### config.mk
export PLATFORM = sky130hd
export DESIGN_NAME = ndev_debug_decoder
export DESIGN_NICKNAME = d
export VERILOG_FILES = /design/src/rtl/ndev_pkg.sv /design/src/rtl/byte_fifo.sv /design/src/rtl/ndev_debug_decoder.sv
export SDC_FILE = /design/constraint.sdc
export NUM_CORES = 1
export LEC_CHECK = 0
export ABC_CLOCK_PERIOD_IN_PS = 2800
export BUFFER_PORTS_ARGS = -buffer_cell sky130_fd_sc_hd__buf_2
export CAP_MARGIN = 20
export CORE_MARGIN = 2
export CORE_UTILIZATION = 50
export DETAILED_ROUTE_END_ITERATION = 16
export HOLD_SLACK_MARGIN = 0.08
export PLACE_DENSITY = 0.68
export REMOVE_ABC_BUFFERS = 1
export SYNTH_ARGS = -nofsm -noshare
export SYNTH_HDL_FRONTEND = slang
export SYNTH_HIERARCHICAL = 1
export SYNTH_SLANG_ARGS = --single-unit
### constraint.sdc
create_clock -name CLK -period 2.8 [get_ports CLK]
set_input_delay 0.28 -clock CLK [delete_from_list [all_inputs] [get_ports CLK]]
set_output_delay 0.28 -clock CLK [all_outputs]
set_load 0.01 [all_outputs]
### src/rtl/ndev_pkg.sv
// Shared constants and types for the NDEV_LED debug bus decoder.
//   START_PREV / SER_MARK : the 0x0F -> 0x8F pair that opens a serial session;
//                           SER_MARK alone terminates a serial byte.
//   WIN_A / WIN_B         : boot "winner" codes that set win_seen.
//   is_clear_code()       : codes that clear win_seen.
//   state_e               : decoder mode, RAW capture or bit-serial.
package ndev_pkg;

  localparam logic [7:0] START_PREV = 8'h0F;
  localparam logic [7:0] SER_MARK   = 8'h8F;
  localparam logic [7:0] WIN_A      = 8'h88;
  localparam logic [7:0] WIN_B      = 8'h25;

  typedef enum logic {
    RAW,
    SERIAL
  } state_e;

  function automatic logic is_win_code(input logic [7:0] v);
    return (v == WIN_A) || (v == WIN_B);
  endfunction

  function automatic logic is_clear_code(input logic [7:0] v);
    return v inside {8'hC3, 8'hDA, 8'hE1, 8'h0D, 8'h1D};
  endfunction

endpackage

### src/rtl/byte_fifo.sv
// First-word-fall-through byte FIFO.
//   CLK, RST : clock, synchronous active-high reset (empties the FIFO)
//   push     : write wdata this cycle; dropped (drop=1) when full with no pop
//   pop      : consume rdata this cycle; ignored when empty
//   rdata    : current head byte, valid while !empty
//   full, empty, level : occupancy status
//   drop     : a push is being lost this cycle
module byte_fifo #(
  parameter int unsigned DEPTH = 16
) (
  input  logic                     CLK,
  input  logic                     RST,
  input  logic                     push,
  input  logic [7:0]               wdata,
  input  logic                     pop,
  output logic [7:0]               rdata,
  output logic                     full,
  output logic                     empty,
  output logic                     drop,
  output logic [$clog2(DEPTH):0]   level
);

  localparam int unsigned AW = $clog2(DEPTH);
  localparam logic [AW:0] DepthW = (AW+1)'(DEPTH);
  localparam logic [AW:0] One    = (AW+1)'(1);

  // Pointers carry one extra wrap bit so full and empty are distinguishable.
  logic [AW:0] wptr_q, rptr_q;
  logic [7:0]  mem_q [DEPTH];
  logic        push_ok, pop_ok;

  assign level   = wptr_q - rptr_q;
  assign empty   = (wptr_q == rptr_q);
  assign full    = (level == DepthW);
  assign pop_ok  = pop && !empty;
  // A pop in the same cycle frees the slot, so a full FIFO still accepts.
  assign push_ok = push && (!full || pop_ok);
  assign drop    = push && !push_ok;
  assign rdata   = mem_q[rptr_q[AW-1:0]];

  always_ff @(posedge CLK) begin
    if (RST) begin
      wptr_q <= '0;
      rptr_q <= '0;
    end else begin
      if (push_ok) wptr_q <= wptr_q + One;
      if (pop_ok)  rptr_q <= rptr_q + One;
    end
  end

  always_ff @(posedge CLK) begin
    if (push_ok) mem_q[wptr_q[AW-1:0]] <= wdata;
  end

endmodule

### src/rtl/ndev_debug_decoder.sv
// Capture stage for the 8-bit NDEV_LED debug GPIO bus, feeding the UART byte loader.
//   CLK, RST    : 12 MHz clock, synchronous active-high reset
//   dbg_in      : raw asynchronous debug pins
//   freeze      : hold off change capture and force RAW mode
//   out_valid/out_data/out_ready : FIFO head handshake towards uart_tx
//   serial_mode : decoder is in the bit-serial sub-protocol
//   win_seen    : sticky boot-winner flag (cleared by the clear codes)
//   overflow    : sticky, a byte was dropped on a full FIFO
//   fifo_level  : current FIFO occupancy
module ndev_debug_decoder
  import ndev_pkg::*;
#(
  parameter int unsigned FIFO_DEPTH     = 16,
  parameter logic [23:0] SERIAL_TIMEOUT = 24'd1_200_000
) (
  input  logic                          CLK,
  input  logic                          RST,
  input  logic [7:0]                    dbg_in,
  input  logic                          freeze,
  output logic                          out_valid,
  output logic [7:0]                    out_data,
  input  logic                          out_ready,
  output logic                          serial_mode,
  output logic                          win_seen,
  output logic                          overflow,
  output logic [$clog2(FIFO_DEPTH):0]   fifo_level
);

  logic [7:0]  sync_q, sample_q, last_q, last_d;
  state_e      state_q, state_d;
  logic [3:0]  bit_cnt_q, bit_cnt_d;
  logic [7:0]  shreg_q, shreg_d;
  logic [23:0] tmo_q, tmo_d;
  logic        win_q, win_d;
  logic        ovf_q;

  logic        evt, data_bit;
  logic        push;
  logic [7:0]  push_data;
  logic        fifo_empty, fifo_full, fifo_drop, pop;

  assign evt      = (sample_q != last_q) && !freeze;
  // Data bit: bit7 rising with only bit0 possibly set alongside it.
  assign data_bit = !last_q[7] && sample_q[7] && (sample_q[6:1] == 6'd0);

  always_comb begin
    state_d   = state_q;
    last_d    = last_q;
    bit_cnt_d = bit_cnt_q;
    shreg_d   = shreg_q;
    tmo_d     = tmo_q;
    win_d     = win_q;
    push      = 1'b0;
    push_data = sample_q;

    if (evt) last_d = sample_q;

    unique case (state_q)
      RAW: begin
        tmo_d = '0;
        if (evt) begin
          push = 1'b1;
          if (is_win_code(sample_q)) begin
            win_d = 1'b1;
          end else if (is_clear_code(sample_q)) begin
            win_d = 1'b0;
          end
          if ((sample_q == SER_MARK) && (last_q == START_PREV)) begin
            state_d   = SERIAL;
            bit_cnt_d = '0;
            shreg_d   = '0;
          end
        end
      end
      SERIAL: begin
        if (freeze) begin
          state_d   = RAW;
          bit_cnt_d = '0;
          shreg_d   = '0;
          tmo_d     = '0;
        end else if (evt) begin
          tmo_d = '0;
          if (data_bit) begin
            // Bits beyond the eighth are ignored until the terminator.
            if (bit_cnt_q < 4'd8) begin
              shreg_d   = {shreg_q[6:0], sample_q[0]};
              bit_cnt_d = bit_cnt_q + 4'd1;
            end
          end else if (sample_q == SER_MARK) begin
            // Short frames are dropped without a trace.
            push      = (bit_cnt_q == 4'd8);
            push_data = shreg_q;
            bit_cnt_d = '0;
            shreg_d   = '0;
          end
        end else if (tmo_q >= SERIAL_TIMEOUT) begin
          state_d   = RAW;
          bit_cnt_d = '0;
          shreg_d   = '0;
          tmo_d     = '0;
        end else begin
          tmo_d = tmo_q + 24'd1;
        end
      end
      default: state_d = RAW;
    endcase
  end

  always_ff @(posedge CLK) begin
    if (RST) begin
      // Synchroniser starts at the idle value so reset does not fake a change.
      sync_q    <= 8'h55;
      sample_q  <= 8'h55;
      last_q    <= 8'h55;
      state_q   <= RAW;
      bit_cnt_q <= '0;
      shreg_q   <= '0;
      tmo_q     <= '0;
      win_q     <= 1'b0;
      ovf_q     <= 1'b0;
    end else begin
      sync_q    <= dbg_in;
      sample_q  <= sync_q;
      last_q    <= last_d;
      state_q   <= state_d;
      bit_cnt_q <= bit_cnt_d;
      shreg_q   <= shreg_d;
      tmo_q     <= tmo_d;
      win_q     <= win_d;
      if (fifo_drop) ovf_q <= 1'b1;
    end
  end

  assign pop = !fifo_empty && out_ready;

  byte_fifo #(
    .DEPTH (FIFO_DEPTH)
  ) u_fifo (
    .CLK   (CLK),
    .RST   (RST),
    .push  (push),
    .wdata (push_data),
    .pop   (pop),
    .rdata (out_data),
    .full  (fifo_full),
    .empty (fifo_empty),
    .drop  (fifo_drop),
    .level (fifo_level)
  );

  assign out_valid   = !fifo_empty;
  assign serial_mode = (state_q == SERIAL);
  assign win_seen    = win_q;
  assign overflow    = ovf_q;

endmodule

==> results.md, run 1 <==
- Fin area: 10100 sq um
- Core area: 17100 sq um
- Tightest Hold Check Type: in -> reg
- Cell Area, Synth: 8680 sq um
- Clock Pin Slew Worst Setup and Hold Paths: 0.06 ns
- R2r setup slk: 0.15 ns
- Post-layout min period: 2.72 ns
- CP Max Fanout: 32
- Syn Inst Count: 593
- Leakage power: 3.42 nW
- Layout cells sized above 1: 23.8%
- RR Endpoint: u_fifo/mem_q[14][4]
- Area Growth Syn to Fin: 16.6%
- Ant diodes: 0
- Initial antenna violation count: 0
- Die Wd: 136 microns
- Final setup viols: 0
- Num CTS Buffers: 22
- CTS tree: yes
- Most frequent cells in the layout: edfxtp_1 (128), dfxtp_1 (76), nor2_1 (43)
- Status: complete, no violations
- Post-DP HPWL: 11600 microns
- Fillers: 1315
- Commonest non-fill, non-tap cell in the layout: edfxtp_1
- DR iter-0 viols: 266
- Post-layout util: 59.1%
- Worst Tran Pin Value: 0.712 ns
- Clk sinks: 205
- Total congestion overflow: 0
- Unrepaired setup endpoints after global routing: no
- Worst skew pair latency: 0.50 ns
- Slew Limit Fails: 0
- R2r startpoint: sample_q[4]
- Residual DRC count: 0
- First-pass GRT wire length: 27400 microns
- Placed instance count: 854
- DR vias: 5077
- CP Capture Type: output pin
- Arrival time worst endpoint: 2.44 ns
- Die ar.: 18400 sq um
- Gr usage total: 19.4%
- Die Height: 136 microns
- CP Class: reg -> out
- Port buffer count: 28
- Clock root buffer: clkbuf_16
- Min-delay src: RST
- GP Congestion: 0.858
- Syn_area_per_cell: 14.6 sq um
- Max cap viols: 0
- Maximum VDD drop: 0.454 mV
- Max Fclk: 368 MHz
- Final #Nets: 688
- Ports: 29
- Startpoint Class: flop
- DRT Pass-1 Iters: 4
- Clock Tree Buf Depth: 3
- Via density: 5.63
- Area after DPL: 9200 sq um
- Starting Density: 50.7%
- Final std cells w/o fill: 902
- YS warnings: 6
- Total routed wirelength: 17500 microns
- Worst Path Required: 2.52 ns
- Final Cycle Share: 97.1%
- Clock skew: 0.0150 ns
- Depth of the worst hold-timing path: 2
- Fin Setup TNS: 0 ns
- Slew headroom: 52.5%
- Pin count of the biggest net entering global routing: 33
- Reg2reg path depth: 8
- Row count: 48
- Htree depth: 1
- Post-route ant nets: 0
- WL/cell: 19.4 microns
- Setup Fix Bufs, Post-CTS: 0
- Final hold vios: 0
- Pwr dens: 714 nW/um^2
- Vias in the first global route: 5055
## final cells by class
class	instances	area, sq um	area share (%)
clock buffer	31	658	6.50
clock inverter	9	120	1.19
inverter	21	78.8	0.779
multi-input combinational	341	3110	30.7
sequential	205	5390	53.2
tap	225	282	2.78
timing repair buffer	70	488	4.82
## registers in the layout, summed over array words and instances (netlist names), named ones only
name,cells
u_fifo/rptr_q,5
overflow,1
sample_q,8
u_fifo/wptr_q,5
last_q,8
tmo_q,24
u_fifo/mem_q,128
sync_q,8
bit_cnt_q,4
shreg_q,8
serial_mode,1
win_seen,1
## critical path, stage by stage (launching register included)
cell     delay [ns]
dfxtp_2        0.34
buf_12         0.23
mux4_1         0.69
mux4_2         0.51
buf_2          0.16
## how the worst max path moves through the flow
stage          slack, ns                   to        startpoint
2_1_floorplan      -0.09   u_fifo/mem_q[0][0]  u_fifo/wptr_q[0]
3_3_place_gp      -0.005   u_fifo/mem_q[3][6]       sample_q[4]
3_5_place_dp       -0.15   u_fifo/mem_q[2][2]       sample_q[4]
4_1_cts             0.02  u_fifo/mem_q[12][0]       sample_q[4]
5_1_grt             0.02   u_fifo/mem_q[6][2]       sample_q[4]
6_report            0.08          out_data[5]              flop
## metal layers
metal	vias to the layer above	GRT usage, %	part of all wire, %
li1	2399	-	-
met1	2527	26.0	44
met2	123	33.2	49
met3	28	3.55	4.7
met4	0	4.05	1.9
met5	-	0	0
## metrics by stage
step                      hold slack (ns)  power (W)  setup WS [ns]
after floorplan                     0.352    0.00391        -0.0859
after global placement              0.395    0.00422       -0.00534
after detailed placement            0.401    0.00424         -0.152
after CTS                           0.141    0.00728         0.0154
after global routing                0.143    0.00747         0.0151
final                               0.156    0.00722         0.0799
## power by group
| group | switching, W | internal, W | total (W) |
|---|---|---|---|
| Combinational | 0.000473 | 0.000402 | 0.000875 |
| Clock | 0.00112 | 0.00191 | 0.00303 |
| Sequential | 0.0000348 | 0.00329 | 0.00332 |
## timing repair
action | 4_1_cts | 5_1_grt
setup endpoints to repair | 104 | 28
gates resized for setup | 14 | 4
hold buffers | 8 | 0
hold endpoints to repair | 8 | 0
Power figures use the tool's default switching activity.
==> run 2: changes to the inputs <==
--- a/config.mk
+++ b/config.mk
@@ -8,11 +8,13 @@
 export ABC_CLOCK_PERIOD_IN_PS = 2800
 export BUFFER_PORTS_ARGS = -buffer_cell sky130_fd_sc_hd__buf_2
 export CAP_MARGIN = 20
+export CELL_PAD_IN_SITES_DETAIL_PLACEMENT = 1
+export CELL_PAD_IN_SITES_GLOBAL_PLACEMENT = 1
 export CORE_MARGIN = 2
-export CORE_UTILIZATION = 50
+export CORE_UTILIZATION = 47
 export DETAILED_ROUTE_END_ITERATION = 16
 export HOLD_SLACK_MARGIN = 0.08
-export PLACE_DENSITY = 0.68
+export PLACE_DENSITY = 0.74
 export REMOVE_ABC_BUFFERS = 1
 export SYNTH_ARGS = -nofsm -noshare
 export SYNTH_HDL_FRONTEND = slang
==> constraint.sdc (replaced) <==
create_clock -name CLK -period 2.8 [get_ports CLK]
set_input_delay 0.28 -clock CLK [delete_from_list [all_inputs] [get_ports CLK]]
set_output_delay 0.28 -clock CLK [all_outputs]
set_load 0.1 [all_outputs]
==> results.md, run 2 (synthesis gave the netlist of run 1 again) <==
- Status: complete, no violations
- Final std cells w/o fill: 914 (+1.3%)
- WL/cell: 22.9 microns (+18%)
- Htree depth: 1 (unchanged)
- Final Cycle Share: 98.9% (+1.7 points)
- Initial antenna violation count: 0 (unchanged)
- Final #Nets: 697 (+1.3%)
- Total congestion overflow: 0 (unchanged)
- Min-delay src: freeze
- Residual DRC count: 0 (unchanged)
- Slew headroom: 54.1% (+1.6 points)
- Maximum VDD drop: 0.617 mV (+36%)
- Placed instance count: 865 (+1.3%)
- Comb pwr share: 19.4% (+7.3 points)
- Max reg flops: 128 (unchanged)
- Starting Density: 48.1% (-2.6 points)
- Row count: 49 (+2.1%)
- Area Growth Syn to Fin: 17.6%
- CP Class: reg -> out
- Clk sinks: 205 (unchanged)
- Pwr dens: 762 nW/um^2 (+6.8%)
- Multi-input logic area: 3110 sq um (+0.16%)
- Ant diodes: 0 (unchanged)
- Clock skew: 0.0149 ns (-0.000127 ns)
- Post-DP HPWL: 13600 microns (+17%)
- Startpoint Class: flop
- Final hold vios: 0 (unchanged)
- Commonest non-fill, non-tap cell in the layout: edfxtp_1
- Fin Setup TNS: 0 ns (unchanged)
- Sequential Power Share: 42.8% (-3.2 points)
- NetSw: 0.00223 W (+37%)
- Die ar.: 19600 sq um (+6.2%)
- Die Wd: 140 microns (+3.1%)
- Ports: 29 (unchanged)
- Reg2reg path depth: 12 (+4)
- Leakage power: 3.41 nW (-0.14%)
- DR iter-0 viols: 395 (+48%)
- Die Height: 140 microns (+3.1%)
- DP Worst Slack: -0.151 ns (+0.00122 ns)
- Clock root buffer: clkbuf_16
- First-pass GRT wire length: 32400 microns (+18%)
- Max cap viols: 0 (unchanged)
- Worst skew pair latency: 0.51 ns (about the same)
- Slew Limit Fails: 0 (unchanged)
- DRT Pass-1 Iters: 5 (+1)
- Tightest Hold Check Type: in -> reg
- Depth of the worst hold-timing path: 3 (+1)
- Via density: 5.76 (+2.3%)
- Max Fclk: 361 MHz (-1.8%)
- Arrival time worst endpoint: 2.49 ns (+0.05 ns)
- CP Max Fanout: 16 (-50%)
- Layout cells sized above 1: 24.8% (+1.0 points)
- R2r startpoint: u_fifo/wptr_q[0]
- GP Congestion: 0.846 (-1.5%)
- Clk pwr share: 37.7% (-4.2 points)
- Core area: 18000 sq um (+5.3%)
- Design Power: 0.00778 W (+7.7%)
- Most frequent cells in the layout: edfxtp_1 (128), dfxtp_1 (76), buf_4 (47)
- CTS tree: yes
- Final WS setup: 0.0310 ns (-0.0488 ns)
- Fillers: 1753 (+33%)
- Unrepaired setup endpoints after global routing: yes
- Final setup viols: 0 (unchanged)
- Gr usage total: 21.5% (+2.1 points)
- Sw frac: 28.6% (+6.1 points)
- CP Capture Type: output pin
- DR vias: 5262 (+3.6%)
- Total routed wirelength: 20900 microns (+19%)
- Post-route ant nets: 0 (unchanged)
- Clock Tree Buf Depth: 3 (unchanged)
- Post-layout min period: 2.77 ns (+0.0488 ns)
- Clock Pin Slew Worst Setup and Hold Paths: 0.06 ns (about the same)
- P_int: 0.00555 W (-0.83%)
- Worst Path Required: 2.52 ns (about the same)
- Port buffer count: 28 (unchanged)
- Vias in the first global route: 5579 (+10%)
- Pin count of the biggest net entering global routing: 41 (+24%)
- Sequential Area: 5390 sq um (about the same)
- Num CTS Buffers: 22 (unchanged)
- Worst Tran Pin Value: 0.681 ns (-0.0306 ns)
==> run 2: cell count changes in the layout (fill, tap and decap cells not counted), sizes merged <==
cell,before,now
buf,62,71
clkinv,6,5
bufinv,3,1
clkbuf,31,33
==> run 2: per-stage QoR <==
| step | area (sq um) | hold slack [ns] | utilization (%) |
|---|---|---|---|
| floorplan | 8510 | 0.352 | - |
| global placement | 9260 | 0.398 | 51.4 |
| detailed placement | 9260 | 0.395 | 51.4 |
| CTS | 10100 | 0.196 | 56.2 |
| global route | 10200 | 0.245 | 56.6 |
| finish | 10200 | 0.209 | 56.6 |
==> run 2: what timing repair did <==
action,in CTS,in global routing
pin swaps,0,1
hold endpoints to repair,8,0
setup endpoints to repair,104,114
buffers inserted,0,1
hold buffers,8,0
resized for setup,23,20
cloned,1,0
==> run 2: area by class of cell <==
class | instances | share of cell area, %
well taps | 229 | 2.81
flip-flops and latches | 205 | 52.8
multi-input cells | 341 | 30.5
clock inverters | 6 | 0.588
clock buffers | 33 | 6.64
repair buffers | 79 | 5.91
inverters | 21 | 0.772
==> run 2: final timing paths <==
| path | to | slack, ns |
|---|---|---|
| worst min-delay path | serial_mode | 0.21 |
| worst max-delay path | out_data[1] | 0.03 |
| worst min register to register | sample_q[2] | 0.41 |
| worst max register to register | u_fifo/mem_q[1][5] | 0.14 |
==> run 2: per-layer routing <==
layer  part of all wire [%]  GRT usage (%)  vias up
met4                    2.3           6.05        0
li1                       -              -     2417
met3                    4.6           3.51       34
met2                     51           36.8      122
met1                     42           28.5     2689
met5                      0              0        -
==> run 2: critical path: stages, from the launching register on <==
cell     delay, ns
dfxtp_4       0.42
buf_12        0.20
mux4_1        0.60
mux4_2        0.50
buf_4         0.25
==> run 2: power groups by stage <==
| stage | combinational (W) | sequential (W) | clock, W |
|---|---|---|---|
| finish | 0.00151 | 0.00333 | 0.00294 |
| global route | 0.00159 | 0.00334 | 0.00310 |
| floorplan | 0.000978 | 0.00343 | 0 |
| global placement | 0.00139 | 0.00338 | 0 |
| CTS | 0.00149 | 0.00333 | 0.00299 |
| detailed placement | 0.00142 | 0.00339 | 0 |
